$ cat src/rtl/complex_divider_if.sv
// Handshake and data bundle for the sequential complex divider.
// start is sampled on a rising edge and is taken only while busy=0; busy stays
// high from that accepting edge until the result edge; done is a one-cycle pulse
// marking q_re/q_im/dz valid, and those outputs hold until the next result.
interface complex_divider_if #(
    parameter int N = 8,
    parameter int W = 16
);
    logic                start;
    logic signed [W-1:0] num_re;
    logic signed [W-1:0] num_im;
    logic [N-1:0]        den_re;
    logic [N-1:0]        den_im;
    logic                busy;
    logic                done;
    logic signed [W-1:0] q_re;
    logic signed [W-1:0] q_im;
    logic                dz;
    logic [1:0]          dbg_state;

    modport master (
        output start, num_re, num_im, den_re, den_im,
        input  busy, done, q_re, q_im, dz, dbg_state
    );

    modport slave (
        input  start, num_re, num_im, den_re, den_im,
        output busy, done, q_re, q_im, dz, dbg_state
    );
endinterface

$ cat src/rtl/complex_divider.sv
// Sequential complex divider: Q = (a + jb) / (c + jd), truncated toward zero.
// Six cycles of a single shared signed multiplier build M = c^2 + d^2,
// Pre = ac + bd and Pim = bc - ad; two restoring dividers then produce one
// magnitude quotient bit per cycle over W+N cycles; a final cycle applies the
// signs and registers the result. Fixed latency of 6 + W + N + 1 edges.
module complex_divider #(
    parameter int N = 8,
    parameter int W = 16
) (
    input logic               clk,
    input logic               rst_n,
    complex_divider_if.slave  bus
);

    localparam int MW = 2 * N + 1;          // c^2 + d^2
    localparam int PW = W + N + 1;          // signed Pre / Pim, |P| < 2^(W+N)
    localparam int DW = W + N;              // magnitude of P, also divide steps
    localparam int CW = $clog2(W + N);      // step counter

    typedef enum logic [1:0] {
        S_IDLE = 2'd0,
        S_MUL  = 2'd1,
        S_DIV  = 2'd2,
        S_FIN  = 2'd3
    } state_t;

    state_t               state_q, state_d;
    logic [CW-1:0]        cnt_q, cnt_d;
    logic signed [W-1:0]  a_q, a_d, b_q, b_d;
    logic [N-1:0]         c_q, c_d, d_q, d_d;
    logic [MW-1:0]        m_q, m_d;
    logic signed [PW-1:0] pre_q, pre_d, pim_q, pim_d;
    logic [DW-1:0]        dvd_re_q, dvd_re_d, dvd_im_q, dvd_im_d;
    logic [MW-1:0]        rem_re_q, rem_re_d, rem_im_q, rem_im_d;
    logic [W-1:0]         quo_re_q, quo_re_d, quo_im_q, quo_im_d;
    logic                 neg_re_q, neg_re_d, neg_im_q, neg_im_d;
    logic                 busy_q, busy_d, done_q, done_d, dz_q, dz_d;
    logic signed [W-1:0]  q_re_q, q_re_d, q_im_q, q_im_d;

    logic signed [W:0]    mul_a;
    logic signed [N:0]    mul_b;
    logic signed [PW-1:0] prod;
    logic signed [PW-1:0] pim_fin;
    logic [MW:0]          step_re, step_im;

    // Magnitude of a signed partial product; the most negative value never occurs.
    function automatic logic [DW-1:0] mag(input logic signed [PW-1:0] x);
        return DW'(x[PW-1] ? -x : x);
    endfunction

    // One restoring-division step: returns {quotient bit, next remainder}.
    function automatic logic [MW:0] div_step(input logic [MW-1:0] rem,
                                             input logic          din,
                                             input logic [MW-1:0] m);
        logic [MW:0] sh;
        sh = {rem, din};
        if (sh >= {1'b0, m}) begin
            return {1'b1, MW'(sh - {1'b0, m})};
        end
        return {1'b0, sh[MW-1:0]};
    endfunction

    // Shared multiplier: operand pair chosen by the MUL step index.
    always_comb begin
        mul_a = '0;
        mul_b = '0;
        case (cnt_q[2:0])
            3'd0: begin mul_a = (W+1)'(c_q);    mul_b = (N+1)'(c_q); end
            3'd1: begin mul_a = (W+1)'(d_q);    mul_b = (N+1)'(d_q); end
            3'd2: begin mul_a = {a_q[W-1], a_q}; mul_b = (N+1)'(c_q); end
            3'd3: begin mul_a = {b_q[W-1], b_q}; mul_b = (N+1)'(d_q); end
            3'd4: begin mul_a = {b_q[W-1], b_q}; mul_b = (N+1)'(c_q); end
            3'd5: begin mul_a = {a_q[W-1], a_q}; mul_b = (N+1)'(d_q); end
            default: begin mul_a = '0; mul_b = '0; end
        endcase
        prod    = PW'(mul_a) * PW'(mul_b);
        pim_fin = pim_q - prod;
        step_re = div_step(rem_re_q, dvd_re_q[DW-1], m_q);
        step_im = div_step(rem_im_q, dvd_im_q[DW-1], m_q);
    end

    // Next-state and datapath update for the IDLE -> MUL -> DIV -> FIN sequence.
    always_comb begin
        state_d  = state_q;
        cnt_d    = cnt_q;
        a_d      = a_q;
        b_d      = b_q;
        c_d      = c_q;
        d_d      = d_q;
        m_d      = m_q;
        pre_d    = pre_q;
        pim_d    = pim_q;
        dvd_re_d = dvd_re_q;
        dvd_im_d = dvd_im_q;
        rem_re_d = rem_re_q;
        rem_im_d = rem_im_q;
        quo_re_d = quo_re_q;
        quo_im_d = quo_im_q;
        neg_re_d = neg_re_q;
        neg_im_d = neg_im_q;
        busy_d   = busy_q;
        done_d   = 1'b0;
        dz_d     = dz_q;
        q_re_d   = q_re_q;
        q_im_d   = q_im_q;

        case (state_q)
            S_IDLE: begin
                if (bus.start) begin
                    a_d     = bus.num_re;
                    b_d     = bus.num_im;
                    c_d     = bus.den_re;
                    d_d     = bus.den_im;
                    cnt_d   = '0;
                    busy_d  = 1'b1;
                    state_d = S_MUL;
                end
            end
            S_MUL: begin
                cnt_d = cnt_q + 1'b1;
                case (cnt_q[2:0])
                    3'd0: m_d   = prod[MW-1:0];
                    3'd1: m_d   = m_q + prod[MW-1:0];
                    3'd2: pre_d = prod;
                    3'd3: pre_d = pre_q + prod;
                    3'd4: pim_d = prod;
                    default: begin
                        // Last product: Pim is complete here, so seed both dividers.
                        pim_d    = pim_fin;
                        dvd_re_d = mag(pre_q);
                        dvd_im_d = mag(pim_fin);
                        neg_re_d = pre_q[PW-1];
                        neg_im_d = pim_fin[PW-1];
                        rem_re_d = '0;
                        rem_im_d = '0;
                        quo_re_d = '0;
                        quo_im_d = '0;
                        cnt_d    = '0;
                        state_d  = S_DIV;
                    end
                endcase
            end
            S_DIV: begin
                dvd_re_d = dvd_re_q << 1;
                dvd_im_d = dvd_im_q << 1;
                rem_re_d = step_re[MW-1:0];
                rem_im_d = step_im[MW-1:0];
                quo_re_d = {quo_re_q[W-2:0], step_re[MW]};
                quo_im_d = {quo_im_q[W-2:0], step_im[MW]};
                cnt_d    = cnt_q + 1'b1;
                if (cnt_q == CW'(DW - 1)) begin
                    state_d = S_FIN;
                end
            end
            default: begin
                // FIN: a zero denominator reports zero with the dz flag.
                if (m_q == '0) begin
                    dz_d   = 1'b1;
                    q_re_d = '0;
                    q_im_d = '0;
                end else begin
                    dz_d   = 1'b0;
                    q_re_d = neg_re_q ? -quo_re_q : quo_re_q;
                    q_im_d = neg_im_q ? -quo_im_q : quo_im_q;
                end
                done_d  = 1'b1;
                busy_d  = 1'b0;
                state_d = S_IDLE;
            end
        endcase
    end

    // State register; asynchronous reset discards any operation in flight.
    always_ff @(posedge clk or negedge rst_n) begin
        if (!rst_n) begin
            state_q  <= S_IDLE;
            cnt_q    <= '0;
            a_q      <= '0;
            b_q      <= '0;
            c_q      <= '0;
            d_q      <= '0;
            m_q      <= '0;
            pre_q    <= '0;
            pim_q    <= '0;
            dvd_re_q <= '0;
            dvd_im_q <= '0;
            rem_re_q <= '0;
            rem_im_q <= '0;
            quo_re_q <= '0;
            quo_im_q <= '0;
            neg_re_q <= 1'b0;
            neg_im_q <= 1'b0;
            busy_q   <= 1'b0;
            done_q   <= 1'b0;
            dz_q     <= 1'b0;
            q_re_q   <= '0;
            q_im_q   <= '0;
        end else begin
            state_q  <= state_d;
            cnt_q    <= cnt_d;
            a_q      <= a_d;
            b_q      <= b_d;
            c_q      <= c_d;
            d_q      <= d_d;
            m_q      <= m_d;
            pre_q    <= pre_d;
            pim_q    <= pim_d;
            dvd_re_q <= dvd_re_d;
            dvd_im_q <= dvd_im_d;
            rem_re_q <= rem_re_d;
            rem_im_q <= rem_im_d;
            quo_re_q <= quo_re_d;
            quo_im_q <= quo_im_d;
            neg_re_q <= neg_re_d;
            neg_im_q <= neg_im_d;
            busy_q   <= busy_d;
            done_q   <= done_d;
            dz_q     <= dz_d;
            q_re_q   <= q_re_d;
            q_im_q   <= q_im_d;
        end
    end

    assign bus.busy      = busy_q;
    assign bus.done      = done_q;
    assign bus.dz        = dz_q;
    assign bus.q_re      = q_re_q;
    assign bus.q_im      = q_im_q;
    assign bus.dbg_state = state_q;

endmodule

$ cat src/flat_wrapper.sv
// flat-port wrapper written by rule: the top's interface ports become plain ports
module complex_divider_flat 
#(
    parameter int N = 8,
    parameter int W = 16
)
  (clk, rst_n, bus_start, bus_num_re, bus_num_im, bus_den_re, bus_den_im, bus_busy, bus_done, bus_q_re, bus_q_im, bus_dz, bus_dbg_state);
  complex_divider_if #(.N(N), .W(W)) bus_i ();
  input logic clk;
  input logic rst_n;
  input wire logic [$bits(bus_i.start)-1:0] bus_start;
  input wire logic [$bits(bus_i.num_re)-1:0] bus_num_re;
  input wire logic [$bits(bus_i.num_im)-1:0] bus_num_im;
  input wire logic [$bits(bus_i.den_re)-1:0] bus_den_re;
  input wire logic [$bits(bus_i.den_im)-1:0] bus_den_im;
  output wire logic [$bits(bus_i.busy)-1:0] bus_busy;
  output wire logic [$bits(bus_i.done)-1:0] bus_done;
  output wire logic [$bits(bus_i.q_re)-1:0] bus_q_re;
  output wire logic [$bits(bus_i.q_im)-1:0] bus_q_im;
  output wire logic [$bits(bus_i.dz)-1:0] bus_dz;
  output wire logic [$bits(bus_i.dbg_state)-1:0] bus_dbg_state;
  assign bus_i.start = bus_start;
  assign bus_i.num_re = bus_num_re;
  assign bus_i.num_im = bus_num_im;
  assign bus_i.den_re = bus_den_re;
  assign bus_i.den_im = bus_den_im;
  assign bus_busy = bus_i.busy;
  assign bus_done = bus_i.done;
  assign bus_q_re = bus_i.q_re;
  assign bus_q_im = bus_i.q_im;
  assign bus_dz = bus_i.dz;
  assign bus_dbg_state = bus_i.dbg_state;
  complex_divider #(.N(N), .W(W)) u_core (.clk(clk), .rst_n(rst_n), .bus(bus_i));
endmodule
$ cat config.mk
export PLATFORM = sky130hd
export DESIGN_NAME = complex_divider_flat
export DESIGN_NICKNAME = d
export VERILOG_FILES = /design/src/rtl/complex_divider_if.sv /design/src/rtl/complex_divider.sv /design/src/flat_wrapper.sv
export SDC_FILE = /design/constraint.sdc
export NUM_CORES = 1
export LEC_CHECK = 0
export ABC_AREA = 1
export CAP_MARGIN = 20
export CELL_PAD_IN_SITES_DETAIL_PLACEMENT = 0
export CELL_PAD_IN_SITES_GLOBAL_PLACEMENT = 2
export CORE_MARGIN = 1.5
export CORE_UTILIZATION = 37
export DETAILED_ROUTE_END_ITERATION = 7
export PLACE_DENSITY = 0.92
export SYNTH_ARGS = -nofsm -noshare
export SYNTH_HDL_FRONTEND = slang
export SYNTH_SLANG_ARGS = --single-unit
export TNS_END_PERCENT = 30
$ cat constraint.sdc
create_clock -name clk -period 7.96 [get_ports clk]
set_clock_uncertainty 0.2 [all_clocks]
set_input_delay 1.592 -clock clk [delete_from_list [all_inputs] [get_ports clk]]
set_output_delay 1.592 -clock clk [all_outputs]
set_load 0.01 [all_outputs]
==> impl_results.md, run 1 <==
- Outcome: finished, final reports clean
- Synth Net Count: about 3,400
- Post-Syn Instances: 3,124
- Worst Hold Slack: 0.275 ns
- Yosys reg bits: 273
- F_max: approximately 0.13 GHz
- Via count: ~21,000
- Area of the multi-input gates: around 0.014 sq mm
- # IOs: 88
- Die Area: between 0.06 and 0.07 sq mm
- Sequential-to-total area share from yosys stat: 29.5%
- CP max stage delay: 0.53 ns
- Critical Path RT: a little over 8 ns
- Vias in the first global route: 21,300
- Initial antenna violation count: 0
- Most common cell after layout, fill and taps aside: nand2_1
- Cell variety after synth: 54
- Slew Viols, Final: 0
- Chip height: 253 um
- Clock slew at reported path FFs: 0.06 ns
- Fin crit share: 93.7%
- Grt total ovfl: 0
- First-pass GRT wire length: 110 mm
- Inserted Clock Buffers: 36
- CTS Sinks: 273
- Core ar.: 0.0617 sq mm
- FILL cells: ~6,300
- Clk_lat worst skew: 0.57 ns
- Hold Crit Class: flip-flop to flip-flop
- H-tree depth: 2
- WL met2: 32.3 mm
- Starting Density: between 30% and 40%
- Register area: about 0.007 sq mm
- Root buf cell: clkbuf_16
- CP max stage cell: fa_1
- Crit path kind: flip-flop to flip-flop
- Hold Buf Count CTS: 0
- CTS tree: built
- Top sig layer: met4
- Wire length per cell: about 16 um
- Wire length on met3: 2.35 mm
- 1st-pass router iterations: 5
- Area Overhead vs Synth: 16.2%
- Port bufs: 87
- WL final: about 66 mm
- Fin crit period: 7.46 ns
- Net count, final: around 3,500
- Setup violators final: 0
- Mapped Avg Cell Area: ~7.4 sq um
- Worst Setup Start Kind: flip-flop
- Routed met1 length: 29.4 mm
- HPWL Detailed: ~50 mm
- Ys Warns: 0
- ANT cells: 0
- Final GP Congestion: just over 0.9
- Area after DPL: roughly 0.025 sq mm
- Initial DRC count: 1,245
- Largest net degree at the start of global routing: roughly 150
- Via-to-Cell Ratio: 5.08
- Tot GR Track Use: about a fifth
- CTS max path bufs: 3
- Prevailing post-synth register cell: dfrtp_1
- Post-synth EDFFs: 0
- Slew headroom: between 30% and 40%
- Commonest non-fill, non-tap cells in the layout: 720 x nand2_1, 491 x inv_1, 272 x dfrtp_1, 238 x nor2_1, 197 x o21ai_0
- Cell Rows: 91
- Critical path endpoint category: flip-flop
- Max_cap viols: 0
- Netlist Area Pre-Place: 0.0231 sq mm
- Die width: between 200 and 300 um
- Routed Antenna Nets: 0
- Top cell by count, worst path: inv_1
- Post-synth ARST share: 100%
- Final Hold Fails: 0
- Number of remaining DRC errors: 0
- Fin area: 0.0269 sq mm
- RSZ-0062 raised after global routing: yes
- Crit path DAT: 7.69 ns
- Worst Tran Pin Value: 1.02 ns
- Crit-path max FO: 13
- Layout cell share with drive strength beyond 1: 9.67%
==> state kept, by name (all words and copies together) (netlist names), 2 cells and up <==
register / cells
u_core.rem_im_q: 17
u_core.rem_re_q: 17
u_core.dvd_im_q: 24
u_core.quo_im_q: 16
u_core.pim_q: 25
u_core.cnt_q: 5
u_core.m_q: 17
u_core.quo_re_q: 16
u_core.pre_q: 25
u_core.b_q: 16
u_core.dvd_re_q: 24
u_core.bus.q_re: 16
u_core.d_q: 8
u_core.bus.dbg_state: 2
u_core.a_q: 16
u_core.bus.q_im: 16
u_core.c_q: 8
==> kinds of logic after synthesis <==
kind of cell | share of synthesized area [%]
fa+ha+maj | 17.3
compound gates | 14.9
simple gates | 22.9
buf+inv | 9.89
xor+xnor | 3.79
mux | 1.65
flops | 29.5
==> Yosys cell counts, types with 5 or more instances <==
cell	number	area, sq um
o211ai_1	32	240
o21ai_0	203	1020
inv_2	7	26.3
o31ai_1	5	37.5
a32o_1	7	70.1
nand2_2	36	225
buf_2	7	35.0
o221ai_1	32	280
o22ai_1	65	407
nor3_1	32	160
nor2_2	11	68.8
inv_1	499	1870
o21ai_1	11	55.1
xnor2_1	31	272
ha_1	149	1860
nand2_1	734	2760
a21oi_1	176	881
clkbuf_1	78	293
nand4_1	27	169
fa_1	107	2140
nor4_1	8	50.1
dfrtp_1	273	6830
a31oi_1	13	81.3
mux2_2	34	383
nand3_1	144	721
nand3b_1	6	45.0
a22o_1	16	140
o21bai_1	14	105
xor2_1	69	604
nor2_1	253	950
==> critical path, delay by kind of cell, from the launching register on <==
family / cells / cell delay (ns)
AO/OA/AOI/OAI: 5 / 0.82
XOR/XNOR: 1 / 0.26
adder cells (fa/ha/maj): 7 / 2.83
buffers and inverters: 10 / 0.83
flip-flops: 1 / 0.41
AND/OR/NAND/NOR: 20 / 2.00
==> final cells by class <==
class	count	share of cell area [%]
flip-flops and latches	273	25.4
clock inverters	13	0.847
multi-input cells	2253	53.6
inverters	510	7.12
clock buffers	52	3.80
well taps	837	3.90
repair buffers	157	5.29
==> timing repair <==
action | 4_1_cts | 5_1_grt
endpoints found under the hold margin | 0 | 0
pin swaps | 0 | 11
gates cloned | 0 | 2
setup buffers | 0 | 8
resized for setup | 4 | 99
setup endpoints to repair | 7 | 41
==> per-stage QoR <==
stage / setup WS, ns / instances / utilization, % / TNS [ns]
2_1_floorplan: 0.728 / 3124 / - / 0
3_3_place_gp: 0.151 / 4020 / 40.8 / 0
3_5_place_dp: -0.00285 / 4020 / 40.8 / -0.00419
4_1_cts: 0.0376 / 4085 / 42.9 / 0
5_1_grt: -0.0561 / 4095 / 43.6 / -0.136
6_report: 0.499 / 4095 / 43.6 / 0
==> per-layer routing <==
layer	vias up	global-route usage (%)
li1	10400	-
met1	9981	26.9
met2	385	37.7
met3	97	2.01
met4	0	6.47
met5	-	0
==> final timing paths <==
path                                startpoint             endpoint  slack (ns)  cells past startpoint
max                            u_core.cnt_q[0]  u_core.dvd_im_q[14]        0.50                     43
min                        u_core.dvd_im_q[16]  u_core.dvd_im_q[16]        0.28                      2
max reg2reg                    u_core.cnt_q[0]  u_core.dvd_im_q[14]        0.50                     43
min reg2reg                u_core.dvd_im_q[16]  u_core.dvd_im_q[16]        0.28                      2
max in group asynchronous                rst_n       u_core.a_q[11]        5.47                      2
min in group asynchronous                rst_n   u_core.dvd_re_q[5]        0.78                      1
Power of run 1 is left out: the tool's default activity adds up to more than one toggle a clock period on the data nets, which glitch-free logic cannot reach.
==> run 2, diff against run 1 <==
==> constraint.sdc (replaced) <==
create_clock -name clk -period 7.96 [get_ports clk]
set_clock_uncertainty 0.2 [all_clocks]
set_input_delay 2.388 -clock clk [delete_from_list [all_inputs] [get_ports clk]]
set_output_delay 2.388 -clock clk [all_outputs]
set_load 0.01 [all_outputs]
==> results of run 2 <==
The final DEF is identical to that of run 1. Status: finished, final reports clean.
Power of run 2 is left out for the same reason.
==> run 3, diff against run 2 <==
--- a/config.mk
+++ b/config.mk
@@ -13,6 +13,7 @@
 export CORE_UTILIZATION = 37
 export DETAILED_ROUTE_END_ITERATION = 7
 export PLACE_DENSITY = 0.92
+export SLEW_MARGIN = 20
 export SYNTH_ARGS = -nofsm -noshare
 export SYNTH_HDL_FRONTEND = slang
 export SYNTH_SLANG_ARGS = --single-unit
==> results of run 3 <==
The final DEF is identical to that of run 1. Status: finished, final reports clean.
Power of run 3 is left out for the same reason.
